File: config.mk
export PLATFORM = sky130hd
export DESIGN_NAME = onehot_req_encoder_flat
export DESIGN_NICKNAME = d
export VERILOG_FILES = /design/src/rtl/onehot_req_encoder_if.sv /design/src/rtl/onehot_req_encoder.sv /design/src/flat_wrapper.sv
export SDC_FILE = /design/constraint.sdc
export NUM_CORES = 1
export LEC_CHECK = 0
export ABC_AREA = 1
export CAP_MARGIN = 20
export CORE_AREA = 2 2 39 41
export DETAILED_ROUTE_END_ITERATION = 6
export DIE_AREA = 0 0 41 43
export DONT_BUFFER_PORTS = 1
export PLACE_DENSITY = 0.43
export SLEW_MARGIN = 20
export SYNTH_ARGS = -nofsm -noshare
export SYNTH_HDL_FRONTEND = slang
export SYNTH_SLANG_ARGS = --single-unit
export TNS_END_PERCENT = 5
File: constraint.sdc
create_clock -name clk -period 1.3 [get_ports clk]
set_input_delay 0.26 -clock clk [delete_from_list [all_inputs] [get_ports clk]]
set_output_delay 0.26 -clock clk [all_outputs]
set_load 0.01 [all_outputs]
File: src/rtl/onehot_req_encoder_if.sv
// Request/handshake bundle for onehot_req_encoder.
// The slave side is the encoder itself; the master side belongs to the request
// sources and the consumer.
interface onehot_req_encoder_if;
  logic       enablePin;  // active-low capture enable
  logic [3:0] req;        // request lines, decoder-output bit order
  logic       ready;      // consumer accepts code this cycle
  logic       valid;      // code holds an issued request
  logic [1:0] code;       // encoded request (3 - bit index)
  logic [3:0] pending;    // captured but not yet issued
  logic       multi;      // sticky: 2+ masked request bits at one edge

  modport master (
    output enablePin, req, ready,
    input  valid, code, pending, multi
  );

  modport slave (
    input  enablePin, req, ready,
    output valid, code, pending, multi
  );
endinterface

File: src/rtl/onehot_req_encoder.sv
// onehot_req_encoder: sequential inverse of the active-low-enabled 2-to-4
// one-hot decoder. Requests are merged into a pending mask and issued one per
// cycle as a 2-bit code over valid/ready. The code is 3 - bit index, so
// req[3] maps to 00 and req[0] maps to 11, matching the decoder.
// All outputs come straight from flops; req/ready only affect next state.
module onehot_req_encoder #(
  parameter bit PRIO_HIGH = 1'b1  // 1: req[3] first, 0: req[0] first
) (
  input logic                  clk,
  input logic                  rst,
  onehot_req_encoder_if.slave  bus
);

  // Priority pick over the candidate mask: {found, bitIndex}.
  function automatic logic [2:0] pickBit(input logic [3:0] cand, input logic highFirst);
    logic [2:0] result;
    result = 3'b000;
    if (highFirst) begin
      casez (cand)
        4'b1???: result = 3'b111;
        4'b01??: result = 3'b110;
        4'b001?: result = 3'b101;
        4'b0001: result = 3'b100;
        default: result = 3'b000;
      endcase
    end else begin
      casez (cand)
        4'b???1: result = 3'b100;
        4'b??10: result = 3'b101;
        4'b?100: result = 3'b110;
        4'b1000: result = 3'b111;
        default: result = 3'b000;
      endcase
    end
    return result;
  endfunction

  // True when at least two bits of the mask are set.
  function automatic logic atLeastTwo(input logic [3:0] m);
    return (m[0] & m[1]) | (m[0] & m[2]) | (m[0] & m[3]) |
           (m[1] & m[2]) | (m[1] & m[3]) | (m[2] & m[3]);
  endfunction

  logic       valid_r;
  logic [1:0] code_r;
  logic [3:0] pending_r;
  logic       multi_r;

  logic [3:0] maskedReq_s;
  logic [3:0] cand_s;
  logic       load_s;
  logic [2:0] pick_s;
  logic       validNext_s;
  logic [1:0] codeNext_s;
  logic [3:0] pendingNext_s;
  logic       multiNext_s;

  // Gate requests, form candidates and compute the next register contents.
  always_comb begin
    maskedReq_s   = bus.enablePin ? 4'b0000 : bus.req;
    cand_s        = pending_r | maskedReq_s;
    load_s        = ~valid_r | bus.ready;
    pick_s        = pickBit(cand_s, PRIO_HIGH);
    validNext_s   = valid_r;
    codeNext_s    = code_r;
    pendingNext_s = cand_s;
    multiNext_s   = multi_r | atLeastTwo(maskedReq_s);
    if (load_s) begin
      if (pick_s[2]) begin
        // A request raised this edge and selected now is consumed here.
        validNext_s   = 1'b1;
        codeNext_s    = 2'd3 - pick_s[1:0];
        pendingNext_s = cand_s & ~(4'b0001 << pick_s[1:0]);
      end else begin
        // Nothing to send: the slot empties, code keeps its last value.
        validNext_s   = 1'b0;
        codeNext_s    = code_r;
        pendingNext_s = 4'b0000;
      end
    end else begin
      // Stalled: output slot frozen, new requests still merge into pending.
      validNext_s   = valid_r;
      codeNext_s    = code_r;
      pendingNext_s = cand_s;
    end
  end

  // State registers; reset discards any in-flight code and pending requests.
  always_ff @(posedge clk or posedge rst) begin
    if (rst) begin
      valid_r   <= 1'b0;
      code_r    <= 2'b00;
      pending_r <= 4'b0000;
      multi_r   <= 1'b0;
    end else begin
      valid_r   <= validNext_s;
      code_r    <= codeNext_s;
      pending_r <= pendingNext_s;
      multi_r   <= multiNext_s;
    end
  end

  assign bus.valid   = valid_r;
  assign bus.code    = code_r;
  assign bus.pending = pending_r;
  assign bus.multi   = multi_r;

endmodule

File: src/flat_wrapper.sv
// flat-port wrapper written by rule: the top's interface ports become plain ports
module onehot_req_encoder_flat 
#(
  parameter bit PRIO_HIGH = 1'b1                                     
)
  (clk, rst, bus_enablePin, bus_req, bus_ready, bus_valid, bus_code, bus_pending, bus_multi);
  onehot_req_encoder_if bus_i ();
  input logic clk;
  input logic rst;
  input wire logic [$bits(bus_i.enablePin)-1:0] bus_enablePin;
  input wire logic [$bits(bus_i.req)-1:0] bus_req;
  input wire logic [$bits(bus_i.ready)-1:0] bus_ready;
  output wire logic [$bits(bus_i.valid)-1:0] bus_valid;
  output wire logic [$bits(bus_i.code)-1:0] bus_code;
  output wire logic [$bits(bus_i.pending)-1:0] bus_pending;
  output wire logic [$bits(bus_i.multi)-1:0] bus_multi;
  assign bus_i.enablePin = bus_enablePin;
  assign bus_i.req = bus_req;
  assign bus_i.ready = bus_ready;
  assign bus_valid = bus_i.valid;
  assign bus_code = bus_i.code;
  assign bus_pending = bus_i.pending;
  assign bus_multi = bus_i.multi;
  onehot_req_encoder #(.PRIO_HIGH(PRIO_HIGH)) u_core (.clk(clk), .rst(rst), .bus(bus_i));
endmodule
After elaboration in Yosys (flattened, before gate mapping) --
Cells that the tools add are included.
Operators by class: $add $sub $neg 1, eq/ne operators 3, shifts and indexed selects 1, mux-type cells 5, bitwise logic cells 17, reductions and logical operators 1
Operator list (number):
- two-way mux 4 bit | 3
- case mux 3 bit (4 select lines) | 1
- OR 1 bit | 7
- AND 1 bit | 6
- AND 4 bit | 1
- equality test 4 x 1 -> 1 bit, second input constant | 1
- inverter 4 bit | 1
- OR 4 bit | 1
- left shift 1 x 2 -> 4 bit, first input constant | 1
- equality test 3 x 1 -> 1 bit, second input constant | 1
- equality test 2 x 1 -> 1 bit, second input constant | 1
- AND reduction 2 bit | 1
- subtractor 2 bit, first input constant | 1
- two-way mux 1 bit | 1
- inverter 1 bit | 1
Storage, ports and cells: flip-flop bits (word level) 8, logic and storage cells 32

Longest topological paths before layout --
Gate-level depths: netlist of the first run.
depth in word-level cells 9, depth in mapped cells 8

Worst setup path after synthesis of the first run --
OpenSTA, ideal clock, no wires.
path type reg-to-reg, from register u_core.pending_r[3], in the netlist u_core.bus.pending[3], to register u_core.pending_r[0], in the netlist u_core.bus.pending[0], library setup time 0.117 ns, data arrival time 0.870 ns, slack 0.313 ns, stages on the path, launching flop included 7, clock period less this slack 0.987 ns, path through dfrtp_1 -> inv_1 -> nand2_4 -> nor2_2 -> nand2_1 -> o21ai_1 -> inv_1
On the way: cells in the longest elaborated chain, start to end 8
RTL lines:
- start: declaration | line onehot_req_encoder.sv:46 | logic [3:0] pending_r;
- start signal: assignment | line onehot_req_encoder.sv:98 | pending_r <= pendingNext_s;
- OR 4 bit * | line onehot_req_encoder.sv:61 | cand_s = pending_r | maskedReq_s;
- equality test 4 x 1 -> 1 bit, or another cell as far along | line onehot_req_encoder.sv:19 | casez (cand)
- case mux 3 bit (4 select lines) * | line onehot_req_encoder.sv:19
- left shift 1 x 2 -> 4 bit | line onehot_req_encoder.sv:73 | pendingNext_s = cand_s & ~(4'b0001 << pick_s[1:0]);
- inverter 4 bit | line onehot_req_encoder.sv:73
- AND 4 bit | line onehot_req_encoder.sv:73
- two-way mux 4 bit * | line onehot_req_encoder.sv:69 | if (pick_s[2]) begin
- two-way mux 4 bit * | line onehot_req_encoder.sv:68 | if (load_s) begin
- net u_core.pendingNext_s[0] | line onehot_req_encoder.sv:55 | logic [3:0] pendingNext_s;
The timed path passes the listed nets; every way through them passes the cells marked *. A chain may end at the register's enable or synchronous reset.

Final worst setup path of the first run --
Same ends and word-level chain as after synthesis.

==> results.py, run 1 <==
metrics = {
    "placement": {
        "place_ws_ns": 0.232,
        "place_hpwl_um": 583,
        "gp_congestion": 0.694,
        "dp.cells": 67,
        "port_buffers": 0,
    },
    "sta": {
        "rsz0062_at_grt": "false",
        "setup_viol": 0,
        "timing.fmax_mhz": 943,
        "drv_slew": 0,
        "layout_setup_ws_ns": 0.240,
        "fin_skew_ns": 0.000743,
        "tightest_slew_ns": 0.316,
        "layout_min_cycle_time_ns": 1.06,
        "min_period_over_period_pct": 81.6,
        "max_slew_margin_pct": 78.9,
        "fin_tns_setup_ns": 0,
        "timing.final.hold_violations": 0,
    },
    "synth": {
        "syn_inst": 51,
        "netlist_area_um2": 422,
        "synth_cell_types": 15,
        "synth-edff-count": 0,
        "ys_seq_area_share_pct": 47.5,
        "ys_async_sr_fraction_pct": 100,
        "yosysWarnings": 0,
        "ys.flop_type": "dfrtp_1",
        "synth-seq-cells": 8,
        "syn_area_per_cell_um2": 8.27,
        "syn_nets": 59,
    },
    "clock_tree": {
        "ctsLongestPathBuffers": 2,
        "cts_setup_buffers": 0,
        "cts_htree_levels": 1,
        "cts_num_sinks": 8,
        "numCtsBuffers": 3,
        "insertion_delay_ns": 0.25,
        "root_buffer": "clkbuf_4",
        "cts.reportedPaths.clkPinSlew_ns": 0.05,
        "cts_tree": "yes",
    },
    "worst_setup_path": {
        "crit_top_cell": "inv_1",
        "startpoint_type": "register",
        "crit_path_top_delay_cell": "dfrtp_1",
        "crit_family": "flip-flops",
        "worst_path_largest_cell_delay_ns": 0.41,
        "path_cells": "inv_1 -> nand2_4 -> nor2_2 -> nand2_1 -> o21ai_1 -> inv_1",
        "worstSetupEndpointType": "register",
        "worstPathArrival_ns": 1.21,
        "crit_buf_inv": 2,
        "cp.required_ns": 1.45,
        "crit_cells": 6,
        "setup.worst_path.class": "reg2reg",
        "rr_worst_depth": 6,
        "crit_fanout": 3,
    },
    "detailed_routing": {
        "vias_per_cell": 4.38,
        "routed_wl_um": 737,
        "drc": 0,
        "routedWlPerCell_um": 10.4,
        "firstDrtPassIters": 3,
        "ant_nets": 0,
        "drt-initial-drc-count": 5,
        "vias": 311,
    },
    "power_and_ir_drop": {
        "internal_power_w": 0.000442,
        "vdd_drop_max_uv": 446,
        "p_leak_nw": 0.254,
        "p_clk_share_pct": 29.2,
        "p_sw_w": 0.000212,
        "pwr-share-comb_pct": 20.2,
        "swShare_pct": 32.4,
        "p_seq_share_pct": 50.7,
        "p_per_area_mw_per_mm2": 1380,
    },
    "floorplan": {
        "fp.coreArea_mm2": 0.00138,
        "fp.dieH_um": 43,
        "num_rows": 14,
        "start_util_pct": 30.5,
        "ios": 16,
        "die_area_mm2": 0.00176,
        "fp.dieW_um": 41,
    },
    "cells_and_area": {
        "fill_cells": 152,
        "drive_gt1_share_pct": 27.3,
        "nets": 65,
        "multi_input_area_um2": 176,
        "regArea_um2": 200,
        "final_cells": 71,
        "area_growth_pct": 12.5,
        "antennaDiodeCount": 0,
    },
    "job": {
        "drv_cap": 0,
    },
    "grt": {
        "track_usage_pct": 10.4,
        "grt_pass1_wl_mm": 1.21,
        "grt_start_max_net_pins": 9,
        "first_global_vias": 312,
        "overflow": 0,
        "antenna_found_initial": 0,
    },
    "status": {
        "run_status": "finished clean",
    },
    "min_path": {
        "hp-class": "in2reg",
        "hold_depth": 2,
    },
}
## cells by family after synthesis
kind of cell / count (synthesis) / share of synthesized area, %
AND/OR/NAND/NOR: 25 / 33.2
buffers and inverters: 12 / 10.7
flip-flops: 8 / 47.5
AO/OA/AOI/OAI: 6 / 8.60
## state kept, by name, summed over array words and instances, names as in the netlist
name	count
u_core.bus.multi	1
u_core.bus.pending	4
u_core.bus.code	2
u_core.bus.valid	1
## cells in the mapped netlist (2+ instances only)
cell     count  share of area (%)
nand3_1      3                3.6
nor2_2       2                3.0
nand2_1     10                8.9
nand2_4      2                5.3
dfrtp_1      8                 47
inv_1       11                9.8
nand2_2      6                8.9
o21ai_0      2                2.4
## routing by layer
metal	wire length, um	global-route usage [%]	vias up
met1	331	12.3	139
met2	345	14.7	9
li1	-	-	163
met5	0	0	-
met3	61	6.81	0
met4	0	4.00	0
## through the flow
stage | util (%) | area [um^2] | power (W) | hold slack, ns
final | 34.3 | 474 | 0.000653 | 0.168
after global placement | 31.9 | 442 | 0.000469 | 0.125
after detailed placement | 31.9 | 442 | 0.000468 | 0.130
after floorplan | - | 422 | 0.000444 | 0.0757
after CTS | 34.3 | 474 | 0.000668 | 0.161
after global routing | 34.3 | 474 | 0.000704 | 0.183
## layout make-up
class                      count  area share [%]
clock buffer                   3            4.75
inverter                      12            9.50
multi-input combinational     31            37.2
sequential                     8            42.2
tap                           16            4.22
timing repair buffer           1            2.11
## worst register-to-register path: cells and delay by family (launching register included)
family / cells / cell delay (ns)
flip-flops: 1 / 0.41
AND/OR/NAND/NOR: 3 / 0.27
AO/OA/AOI/OAI: 1 / 0.11
buffers and inverters: 2 / 0.17
## placed cells by master (no fill, tap or decap)
cell           count
a21boi_0           1
a21oi_1            1
clkbuf_4           3
dfrtp_1            8
dlygate4sd3_1      1
inv_1             11
inv_2              1
nand2_1           10
nand2_2            6
nand2_4            2
nand3_1            3
nor2_1             1
nor2_2             2
nor2_4             1
o2111ai_1          1
o21ai_0            2
o21ai_1            1
## power groups by stage
stage                     sequential (W)  clock, W  combinational (W)
final                           0.000331  0.000191           0.000132
after global routing            0.000337  0.000213           0.000154
after CTS                       0.000332  0.000201           0.000135
after detailed placement        0.000336         0           0.000132
after global placement          0.000336         0           0.000133
after floorplan                 0.000329         0           0.000114
## worst paths after layout
kind,from,end,slack [ns]
setup / recovery,u_core.bus.pending[3]$_DFF_PP0_,u_core.bus.pending[0]$_DFF_PP0_,0.24
hold / removal,bus_req[2],u_core.bus.multi$_DFF_PP0_,0.17
setup reg to reg,u_core.bus.pending[3]$_DFF_PP0_,u_core.bus.pending[0]$_DFF_PP0_,0.24
hold reg to reg,u_core.bus.code[0]$_DFFE_PP0P_,u_core.bus.code[0]$_DFFE_PP0P_,0.54
max in group asynchronous,rst,u_core.bus.pending[0]$_DFF_PP0_,0.67
min in group asynchronous,rst,u_core.bus.pending[1]$_DFF_PP0_,0.39
## timing repair
| action | CTS | global route |
|---|---|---|
| hold buffers | 1 | 0 |
| gates resized for setup | 0 | 0 |
| endpoints found under the hold margin | 8 | 0 |
No activity file was read; power rests on OpenSTA's default activity.
==> run 2, diff against run 1 <==
Clock period 1.3 ns to 1 ns, I/O delays scaled along.
==> results.py, run 2 (synthesis gave the netlist of run 1 again) <==
metrics = {
    "floorplan": {
        "start_util_pct": 30.5,
        "fp.dieW_um": 41,
        "num_rows": 14,
        "fp.coreArea_mm2": 0.00138,
        "die_area_mm2": 0.00176,
        "fp.dieH_um": 43,
        "ios": 16,
    },
    "cells_and_area": {
        "multi_input_area_um2": 184,
        "final_common_cell": "nand2_1",
        "fin_util_pct": 37.5,
        "regArea_um2": 200,
        "nets": 70,
        "drive_gt1_share_pct": 40.0,
        "fill_cells": 145,
        "antennaDiodeCount": 0,
        "layout_common_cells": "nand2_1 (10), inv_1 (8), dfrtp_1 (8), nand2_2 (6), buf_4 (5)",
        "area_growth_pct": 23.1,
        "largest_reg_flops": 4,
        "final_cells": 76,
    },
    "worst_setup_path": {
        "crit_path_top_delay_cell": "dfrtp_1",
        "rr_worst_depth": 6,
        "worstSetupEndpointType": "primary output",
        "crit_buf_inv": 1,
        "setup.worst_path.class": "reg2out",
        "r2r_setup_slack_ns": 0.03,
        "r2r_start": "u_core.bus.pending[3]$_DFF_PP0_",
        "r2r-end": "u_core.bus.pending[0]$_DFF_PP0_",
        "crit_fanout": 2,
        "startpoint_type": "register",
        "worst_path_largest_cell_delay_ns": 0.39,
        "worstPathArrival_ns": 0.79,
        "crit_family": "flip-flops",
        "path_cells": "buf_4",
        "cp.required_ns": 0.80,
    },
    "clock_tree": {
        "cts_tree": "yes",
        "cts_setup_buffers": 0,
        "insertion_delay_ns": 0.25,
        "cts_num_sinks": 8,
        "cts_htree_levels": 1,
        "numCtsBuffers": 3,
        "root_buffer": "clkbuf_4",
        "cts.reportedPaths.clkPinSlew_ns": 0.06,
        "ctsLongestPathBuffers": 2,
    },
    "grt": {
        "grt_pass1_wl_mm": 1.13,
        "first_global_vias": 308,
        "antenna_found_initial": 0,
        "overflow": 0,
        "track_usage_pct": 10.1,
        "grt_start_max_net_pins": 9,
    },
    "detailed_routing": {
        "vias": 331,
        "ant_nets": 0,
        "drt-initial-drc-count": 3,
        "firstDrtPassIters": 4,
        "routed_wl_um": 768,
        "routedWlPerCell_um": 10.1,
        "vias_per_cell": 4.36,
        "drc": 0,
    },
    "sta": {
        "layout_min_cycle_time_ns": 0.991,
        "fin_skew_ns": 0.00129,
        "rsz0062_at_grt": "true",
        "min_period_over_period_pct": 99.1,
        "setup_viol": 0,
        "whs_ns": 0.102,
        "timing.final.hold_violations": 0,
        "drv_slew": 0,
        "timing.fmax_mhz": 1010,
        "layout_setup_ws_ns": 0.00875,
        "max_slew_margin_pct": 78.8,
        "tightest_slew_ns": 0.318,
    },
    "power_and_ir_drop": {
        "p_leak_nw": 0.278,
        "p_per_area_mw_per_mm2": 1750,
        "vdd_drop_max_uv": 726,
    },
    "min_path": {
        "hp-class": "in2reg",
        "hold_end": "u_core.bus.multi$_DFF_PP0_",
        "hold_depth": 2,
        "min-delay-start": "bus_req[2]",
    },
    "placement": {
        "place_ws_ns": -0.0158,
        "dp.cells": 72,
        "place_hpwl_um": 602,
        "port_buffers": 0,
        "gp_congestion": 0.728,
    },
    "job": {
        "drv_cap": 0,
    },
    "status": {
        "run_status": "finished clean",
    },
}
## run 2: cell count changes in the layout (fill, tap and decap cells not counted)
cell    delta
buf_4      +5
inv_1      -3
inv_2      +3
nor2_1     -1
nor2_4     +1
## run 2: report_power, final
part / switching (W) / total [W] / internal, W
logic: 0.000142 / 0.000246 / 0.000104
clock network: 0.000116 / 0.000253 / 0.000138
registers: 0.0000372 / 0.000411 / 0.000374
total: 0.000295 / 0.000910 / 0.000615
## run 2: per-layer routing
layer	vias up	GRT usage (%)	part of all wire, %
li1	173	-	-
met1	145	11.8	44
met2	9	13.4	49
met3	4	3.14	4.4
met4	0	10.0	2.9
met5	-	0	0
## run 2: worst max-delay path by stage
stage	startpoint	endpoint	cells past startpoint
after floorplan	u_core.bus.pending[3]$_DFF_PP0_	u_core.bus.pending[0]$_DFF_PP0_	6
after global placement	u_core.bus.pending[3]$_DFF_PP0_	u_core.bus.pending[0]$_DFF_PP0_	6
after detailed placement	u_core.bus.pending[3]$_DFF_PP0_	u_core.bus.pending[0]$_DFF_PP0_	6
after CTS	u_core.bus.pending[3]$_DFF_PP0_	u_core.bus.pending[0]$_DFF_PP0_	6
after global routing	u_core.bus.pending[3]$_DFF_PP0_	u_core.bus.pending[0]$_DFF_PP0_	6
final	u_core.bus.pending[3]$_DFF_PP0_	bus_pending[3]	1
## run 2: repair_timing
item,in CTS,in global routing
setup endpoints to repair,1,7
pin swaps,0,2
hold buffers,1,0
endpoints found under the hold margin,8,0
gates resized for setup,1,4
## run 2: final cells by class
type / count / area share, %
inverters: 12 / 8.67
multi-input cells: 31 / 35.4
flip-flops and latches: 8 / 38.6
clock buffers: 3 / 4.34
repair buffers: 6 / 9.16
well taps: 16 / 3.86
## run 2: stage by stage
stage | power (W) | TNS, ns | area, um^2
after detailed placement | 0.000655 | -0.0158 | 479
after global placement | 0.000653 | -0.0253 | 479
final | 0.000910 | 0 | 519
after CTS | 0.000919 | -0.00126 | 512
after global routing | 0.000967 | -0.0829 | 519
after floorplan | 0.000577 | 0 | 422
==> run 3, diff against run 2 <==
Settings changed: CTS_CLUSTER_SIZE set to 14.
==> results of run 3 <==
Final layout, timing and power as in run 2 (identical DEF).
